### src/rtl/if_fetch_unit_pkg.sv
// Shared definitions for the instruction fetch unit: reset words, default NOP and
// fetch FSM state encodings.
package if_fetch_unit_pkg;

  localparam logic [31:0] ZERO_WORD = 32'h0000_0000;
  localparam logic [31:0] NOP_WORD  = 32'h0000_0000;

  typedef enum logic [1:0] {
    ST_IDLE = 2'd0,
    ST_REQ  = 2'd1,
    ST_HOLD = 2'd2,
    ST_DROP = 2'd3
  } fetch_state_t;

  function automatic logic is_misaligned(input logic [31:0] addr);
    return addr[1:0] != 2'b00;
  endfunction

endpackage

### src/rtl/if_fetch_unit_skid_buffer.sv
// One-entry holding register for an instruction returned while decode is stalled.
module if_fetch_unit_skid_buffer
  import if_fetch_unit_pkg::*;
(
  input  logic        clk,
  input  logic        rst,
  input  logic        load,
  input  logic        clear,
  input  logic [31:0] d_inst,
  input  logic [31:0] d_pc,
  output logic        valid,
  output logic [31:0] inst,
  output logic [31:0] pc
);

  always_ff @(posedge clk) begin
    if (rst || clear) begin
      valid <= 1'b0;
      inst  <= ZERO_WORD;
      pc    <= ZERO_WORD;
    end else if (load) begin
      valid <= 1'b1;
      inst  <= d_inst;
      pc    <= d_pc;
    end
  end

endmodule

### src/rtl/if_fetch_unit.sv
// Fetch stage: turns pc/chip_enable into imem req/ack transactions and fills the
// IF/ID register, with a skid entry for decode stalls and wrong-path squashing.
module if_fetch_unit
  import if_fetch_unit_pkg::*;
#(
  parameter int          ACK_TIMEOUT = 255,
  parameter logic [31:0] NOP_INST    = NOP_WORD
) (
  input  logic        clk,
  input  logic        rst,
  input  logic [31:0] pc,
  input  logic        chip_enable,
  input  logic        branch_flag,
  input  logic        id_stall,
  output logic        imem_req,
  output logic [31:0] imem_addr,
  input  logic        imem_ack,
  input  logic [31:0] imem_rdata,
  output logic        pc_stall,
  output logic [31:0] if_inst,
  output logic [31:0] if_pc,
  output logic        if_valid,
  output logic        fetch_err,
  output logic [1:0]  state_dbg
);

  localparam int CW = $clog2(ACK_TIMEOUT + 1);
  localparam logic [CW-1:0] TO_LAST = CW'(ACK_TIMEOUT - 1);

  fetch_state_t  state;
  logic [CW-1:0] cnt;
  logic [31:0]   req_addr;

  logic        misaligned;
  logic        fetch_live;
  logic        misaligned_fetch;
  logic        mem_ack;
  logic        timeout_hit;
  logic        eff_ack;
  logic        accept;
  logic        wait_cyc;
  logic [31:0] eff_data;

  logic        skid_load;
  logic        skid_clear;
  logic        skid_valid;
  logic [31:0] skid_inst;
  logic [31:0] skid_pc;

  // A request that has already waited a cycle must complete even if chip_enable drops.
  assign misaligned       = is_misaligned(pc);
  assign fetch_live       = chip_enable | (cnt != '0);
  assign misaligned_fetch = (state == ST_REQ) & fetch_live & misaligned;

  assign imem_req  = ((state == ST_REQ) & fetch_live & ~misaligned) | (state == ST_DROP);
  assign imem_addr = (state == ST_DROP) ? req_addr : pc;

  assign mem_ack     = imem_req & imem_ack;
  assign timeout_hit = imem_req & ~imem_ack & (cnt == TO_LAST);
  assign eff_ack     = mem_ack | misaligned_fetch | timeout_hit;
  assign eff_data    = mem_ack ? imem_rdata : NOP_INST;
  assign accept      = eff_ack & ~id_stall;
  assign wait_cyc    = imem_req & ~imem_ack & ~timeout_hit;

  assign state_dbg = state;

  always_comb begin
    pc_stall = 1'b0;
    case (state)
      ST_REQ:  pc_stall = fetch_live & ~branch_flag & ~accept;
      ST_HOLD: pc_stall = ~branch_flag & id_stall;
      ST_DROP: pc_stall = 1'b1;
      default: pc_stall = 1'b0;
    endcase
  end

  assign skid_load  = (state == ST_REQ) & fetch_live & chip_enable & ~branch_flag
                    & eff_ack & id_stall;
  assign skid_clear = (state == ST_HOLD) & (branch_flag | ~id_stall);

  if_fetch_unit_skid_buffer u_skid (
    .clk    (clk),
    .rst    (rst),
    .load   (skid_load),
    .clear  (skid_clear),
    .d_inst (eff_data),
    .d_pc   (pc),
    .valid  (skid_valid),
    .inst   (skid_inst),
    .pc     (skid_pc)
  );

  always_ff @(posedge clk) begin
    if (rst) begin
      state     <= ST_IDLE;
      if_inst   <= NOP_INST;
      if_pc     <= ZERO_WORD;
      if_valid  <= 1'b0;
      fetch_err <= 1'b0;
      cnt       <= '0;
      req_addr  <= ZERO_WORD;
    end else begin
      if (timeout_hit || misaligned_fetch) fetch_err <= 1'b1;

      case (state)
        ST_IDLE: begin
          cnt <= '0;
          if (!id_stall) if_valid <= 1'b0;
          if (chip_enable) state <= ST_REQ;
        end

        ST_REQ: begin
          req_addr <= pc;
          cnt      <= wait_cyc ? cnt + 1'b1 : '0;
          if (!fetch_live) begin
            state <= ST_IDLE;
            if (!id_stall) if_valid <= 1'b0;
          end else if (branch_flag) begin
            // Wrong-path fetch: an unanswered request is drained in DROP.
            if_valid <= 1'b0;
            cnt      <= '0;
            if (!eff_ack)         state <= ST_DROP;
            else if (!chip_enable) state <= ST_IDLE;
          end else if (eff_ack && !chip_enable) begin
            state <= ST_IDLE;
            if (!id_stall) if_valid <= 1'b0;
          end else if (accept) begin
            if_inst  <= eff_data;
            if_pc    <= pc;
            if_valid <= 1'b1;
          end else if (eff_ack) begin
            state <= ST_HOLD;
          end else if (!id_stall) begin
            if_valid <= 1'b0;
          end
        end

        ST_HOLD: begin
          cnt <= '0;
          if (branch_flag) begin
            if_valid <= 1'b0;
            state    <= chip_enable ? ST_REQ : ST_IDLE;
          end else if (!id_stall) begin
            if_inst  <= skid_inst;
            if_pc    <= skid_pc;
            if_valid <= skid_valid;
            state    <= chip_enable ? ST_REQ : ST_IDLE;
          end
        end

        ST_DROP: begin
          cnt <= wait_cyc ? cnt + 1'b1 : '0;
          if (mem_ack || timeout_hit) begin
            cnt   <= '0;
            state <= chip_enable ? ST_REQ : ST_IDLE;
          end
        end

        default: state <= ST_IDLE;
      endcase
    end
  end

endmodule
### config.mk
export PLATFORM = sky130hd
export DESIGN_NAME = if_fetch_unit
export DESIGN_NICKNAME = d
export VERILOG_FILES = /design/src/rtl/if_fetch_unit_pkg.sv /design/src/rtl/if_fetch_unit_skid_buffer.sv /design/src/rtl/if_fetch_unit.sv
export SDC_FILE = /design/constraint.sdc
export NUM_CORES = 1
export LEC_CHECK = 0
export ABC_AREA = 1
export CORE_UTILIZATION = 30
export DETAILED_ROUTE_END_ITERATION = 6
export SETUP_SLACK_MARGIN = 0.3
export SKIP_LAST_GASP = 1
export SYNTH_ARGS = -nofsm -noshare
export SYNTH_HDL_FRONTEND = slang
export SYNTH_SLANG_ARGS = --single-unit
### constraint.sdc
create_clock -name clk -period 5.89 [get_ports clk]
set_clock_uncertainty 0.05 [all_clocks]
set_input_delay 1.4725 -clock clk [delete_from_list [all_inputs] [get_ports clk]]
set_output_delay 1.4725 -clock clk [all_outputs]
set_load 0.02 [all_outputs]
==> metrics.log <==
INFO  metric outcome = finished, final reports clean
INFO  metric clock_power_share = 28.8%
INFO  metric cp_slowest_cell = clkdlybuf4s50_1
INFO  metric peak_per_stage_delay_on_the_critical_path = 0.63 ns
INFO  metric number_of_antenna_violations_at_the_first_check_in_global_routing = 2
INFO  metric num-nets-final = 1240
INFO  metric post-layout-total-power = 0.00398 W
INFO  metric htree_num_levels = 4
INFO  metric cts_root_buf = clkbuf_16
INFO  metric powerDensity = 397 nW/um^2
INFO  metric clock.fmax = 188 MHz
INFO  metric io_pins = 172
INFO  metric routed-via-count = 7310
INFO  metric swShare = 39.1%
INFO  metric cts_sinks = 173
INFO  metric worst-setup-path-type = in -> out
INFO  metric detailedRoute.firstPassIterationCount = 5
INFO  metric power_frac_comb = 35.4%
INFO  metric cts_hold_buf = 0
INFO  metric rsz0062_at_grt = no
INFO  metric totalNegativeSetupSlack = 0 ns
INFO  metric finalCritPeriodShare = 90.4%
INFO  metric drt-vias-per-instance = 4.86
INFO  metric drt.antenna.violating_nets = 0
INFO  metric worst-path-buf-inv = 4
INFO  metric synth.yosys.warnings = 0
INFO  metric cts_resized = 0
INFO  metric num-fill-cells = 2633
INFO  metric power_leakage = 3.58 nW
INFO  metric dpl-instance-area = 9420 sq um
INFO  metric endpoint_kind = primary output
INFO  metric multi_input_logic_area = 3510 sq um
INFO  metric synthMostInstantiatedCell = nand2_1
INFO  metric hold_viol_final = 0
INFO  metric drc = 0
INFO  metric synth_top_area_share = 45.0%
INFO  metric timing.max_cap.violations = 0
INFO  metric post-route-util = 39.7%
INFO  metric ys_seq_elements = 173
INFO  metric die_h = 162 um
INFO  metric final_count_of_pins_violating_max_slew = 0
INFO  metric overflow = 0
INFO  metric critical_path_arrival = 3.80 ns
INFO  metric postcts_setup_bufs = 0
INFO  metric pin_count_of_the_biggest_net_entering_global_routing = 81
INFO  metric syn-num-nets = 1123
INFO  metric grt_use_total = 17.0%
INFO  metric netlist_top_cells_count = 227 x nand2_1, 194 x o21ai_0, 173 x dfxtp_1
INFO  metric asyncSetResetFlopFracSynth = 0%
INFO  metric post_route_cells_drive_above_1_share = 5.29%
INFO  metric grt_pass1_vias = 6804
INFO  metric min_period = 5.32 ns
INFO  metric netlist_area = 7700 sq um
INFO  metric floorplan.die.width = 162 um
INFO  metric r2r_cells = 10
INFO  metric totalWireLength = 22100 um
INFO  metric cp_data_required_time = 4.37 ns
INFO  metric clkLatencyLatePin = 0.43 ns
INFO  metric netlist_instances = 1044
INFO  metric cellInternalPower = 0.00242 W
INFO  metric hpwlAfterDp = 13200 um
INFO  metric worst_r2r_endpoint = if_pc[21]
INFO  metric yosysUniqueCellTypes = 34
INFO  metric worst_hold_depth = 2
INFO  metric critical_path_peak_fanout = 8
INFO  metric regToRegStartpoint = state_dbg[0]
INFO  metric timing.hold.worst.class = reg -> reg
INFO  metric critical_path.top_delay_family = buffers and inverters
INFO  metric worst_hold_path.endpoint = if_inst[9]
INFO  metric port_buffers = 171
INFO  metric die_area = 26300 sq um
INFO  metric route.detailed.wl_per_inst = 14.7 um
INFO  metric setup.worst_path.start_class = primary input
INFO  metric reg2reg_setup_slack = 2.60 ns
INFO  metric cts.clk_slew.worst_paths = 0.07 ns
INFO  metric ys_top_cells_by_area = dfxtp_1 45%, o21ai_0 13%, nand2_1 11%
INFO  metric netlist.top_cell.by_area = dfxtp_1
INFO  metric timing.max_slew.rel_slack = 23.2%
INFO  metric clockBufferDepth = 2
INFO  metric floorplan.core_area = 25200 sq um
INFO  metric grt_pass1_wl = 35600 um
INFO  metric syn2layout_area_growth = 30.0%
INFO  metric vdd_drop_max = 0.000301 V
INFO  metric power_switching = 0.00155 W
INFO  metric syn_avg_cell_area = 7.37 sq um
INFO  metric tritoncts_buffer_count = 17
INFO  metric synth_edf_count = 0
INFO  metric worst-slew-pin-transition = 1.15 ns
INFO  metric drt_iter0_markers = 512
INFO  metric share_seq_of_total_power = 35.8%
INFO  metric series_of_cell_instances_along_the_critical_path = clkdlybuf4s50_1 > inv_2 > nand2_1 > nor2_2 > nand2_2 > nand2_1 > inv_2 > o21ai_1 > nand3_4 > nand2_4 > nand3_1 > a21oi_1 > clkdlybuf4s50_1
INFO  metric clock_tree_from_tritoncts = yes
INFO  metric synthFlopType = dfxtp_1
INFO  metric finalSetupViolCount = 0
INFO  metric hold_start = if_inst[9]
INFO  metric floorplan.initialDensity = 30.6%
INFO  metric synth.yosys.seq_area_share = 45.0%
INFO  metric fp-row-count = 58
INFO  metric layout.area.seq = 3460 sq um
INFO  metric gp_congestion = 0.824
INFO  metric finalInstanceArea = 10000 sq um
layer usage:
layer  GRT usage [%]  share of wire (%)  vias to the layer above
li1                -                  -                     3727
met1            22.3                 48                     3370
met2            27.5                 45                      193
met3            3.86                5.4                       18
met4            5.49                1.1                        2
met5               0              0.050                        -
cells by family (layout without fill, tap and decap cells):
kind of cell / Yosys count / after routing / synth area share (%)
flops: 173 / 173 / 45.0
simple gates: 343 / 343 / 19.0
buf+inv: 148 / 277 / 9.77
fa+ha+maj: 9 / 9 / 1.46
xor+xnor: 3 / 3 / 0.341
other cells: 0 / 1 / 0
compound gates: 368 / 368 / 24.5
power by group through the flow:
stage	registers, W	clock network, W	logic [W]
2_1_floorplan	0.00150	0	0.000997
3_3_place_gp	0.00144	0	0.00141
3_5_place_dp	0.00144	0	0.00142
4_1_cts	0.00142	0.00118	0.00142
5_1_grt	0.00144	0.00123	0.00154
6_report	0.00142	0.00114	0.00141
layout make-up:
| class | count | share of cell area [%] |
|---|---|---|
| Antenna cell | 1 | 0.0250 |
| Clock buffer | 19 | 4.52 |
| Inverter | 66 | 2.49 |
| Tap cell | 330 | 4.13 |
| Timing Repair Buffer | 180 | 17.8 |
| Clock inverter | 12 | 1.34 |
| Multi-Input combinational cell | 723 | 35.0 |
| Sequential cell | 173 | 34.6 |
worst register-to-register path, stage by stage (launching register included):
cell     delay (ns)
dfxtp_1        0.37
inv_1          0.17
ha_4           0.51
buf_4          0.66
o21ai_0        0.19
o21ai_0        0.18
a21oi_4        0.06
nand2_2        0.08
buf_4          0.63
nand2_1        0.16
a21oi_1        0.16
state kept, by name (all words and copies together), names as in the netlist:
name and cells:
if_inst 32, cnt 8, if_valid 1, if_pc 32, u_skid.inst 32, u_skid.valid 1
state_dbg 2, u_skid.pc 32, fetch_err 1, req_addr 32
cell usage in the layout, fill, tap and decap left out, drive strengths merged:
cell / n
o211ai: 2
a21oi: 161
a211oi: 5
o21ai: 197
diode: 1
nand3: 76
nand4: 1
clkinv: 5
ha: 9
xor2: 3
buf: 10
bufinv: 2
inv: 69
o31ai: 1
nor4: 3
clkdlybuf4s50: 170
nand3b: 1
dfxtp: 173
nand2: 232
a31oi: 2
nor2: 28
clkbuf: 19
nor3: 2
clkinvlp: 2
worst max path at each step:
stage	start	endpoint	depth (start not counted)
floorplan	chip_enable	pc_stall	11
global placement	chip_enable	pc_stall	13
detailed placement	chip_enable	pc_stall	13
CTS	chip_enable	pc_stall	13
global route	chip_enable	pc_stall	13
finish	chip_enable	pc_stall	13
through the flow:
step	setup slack, ns	instances	hold WS, ns
floorplan	1.70	1044	0.380
global placement	0.610	1472	0.398
detailed placement	0.603	1472	0.404
CTS	0.593	1503	0.414
global route	0.421	1503	0.432
finish	0.566	1504	0.411
(Power assumes the default switching activity.)
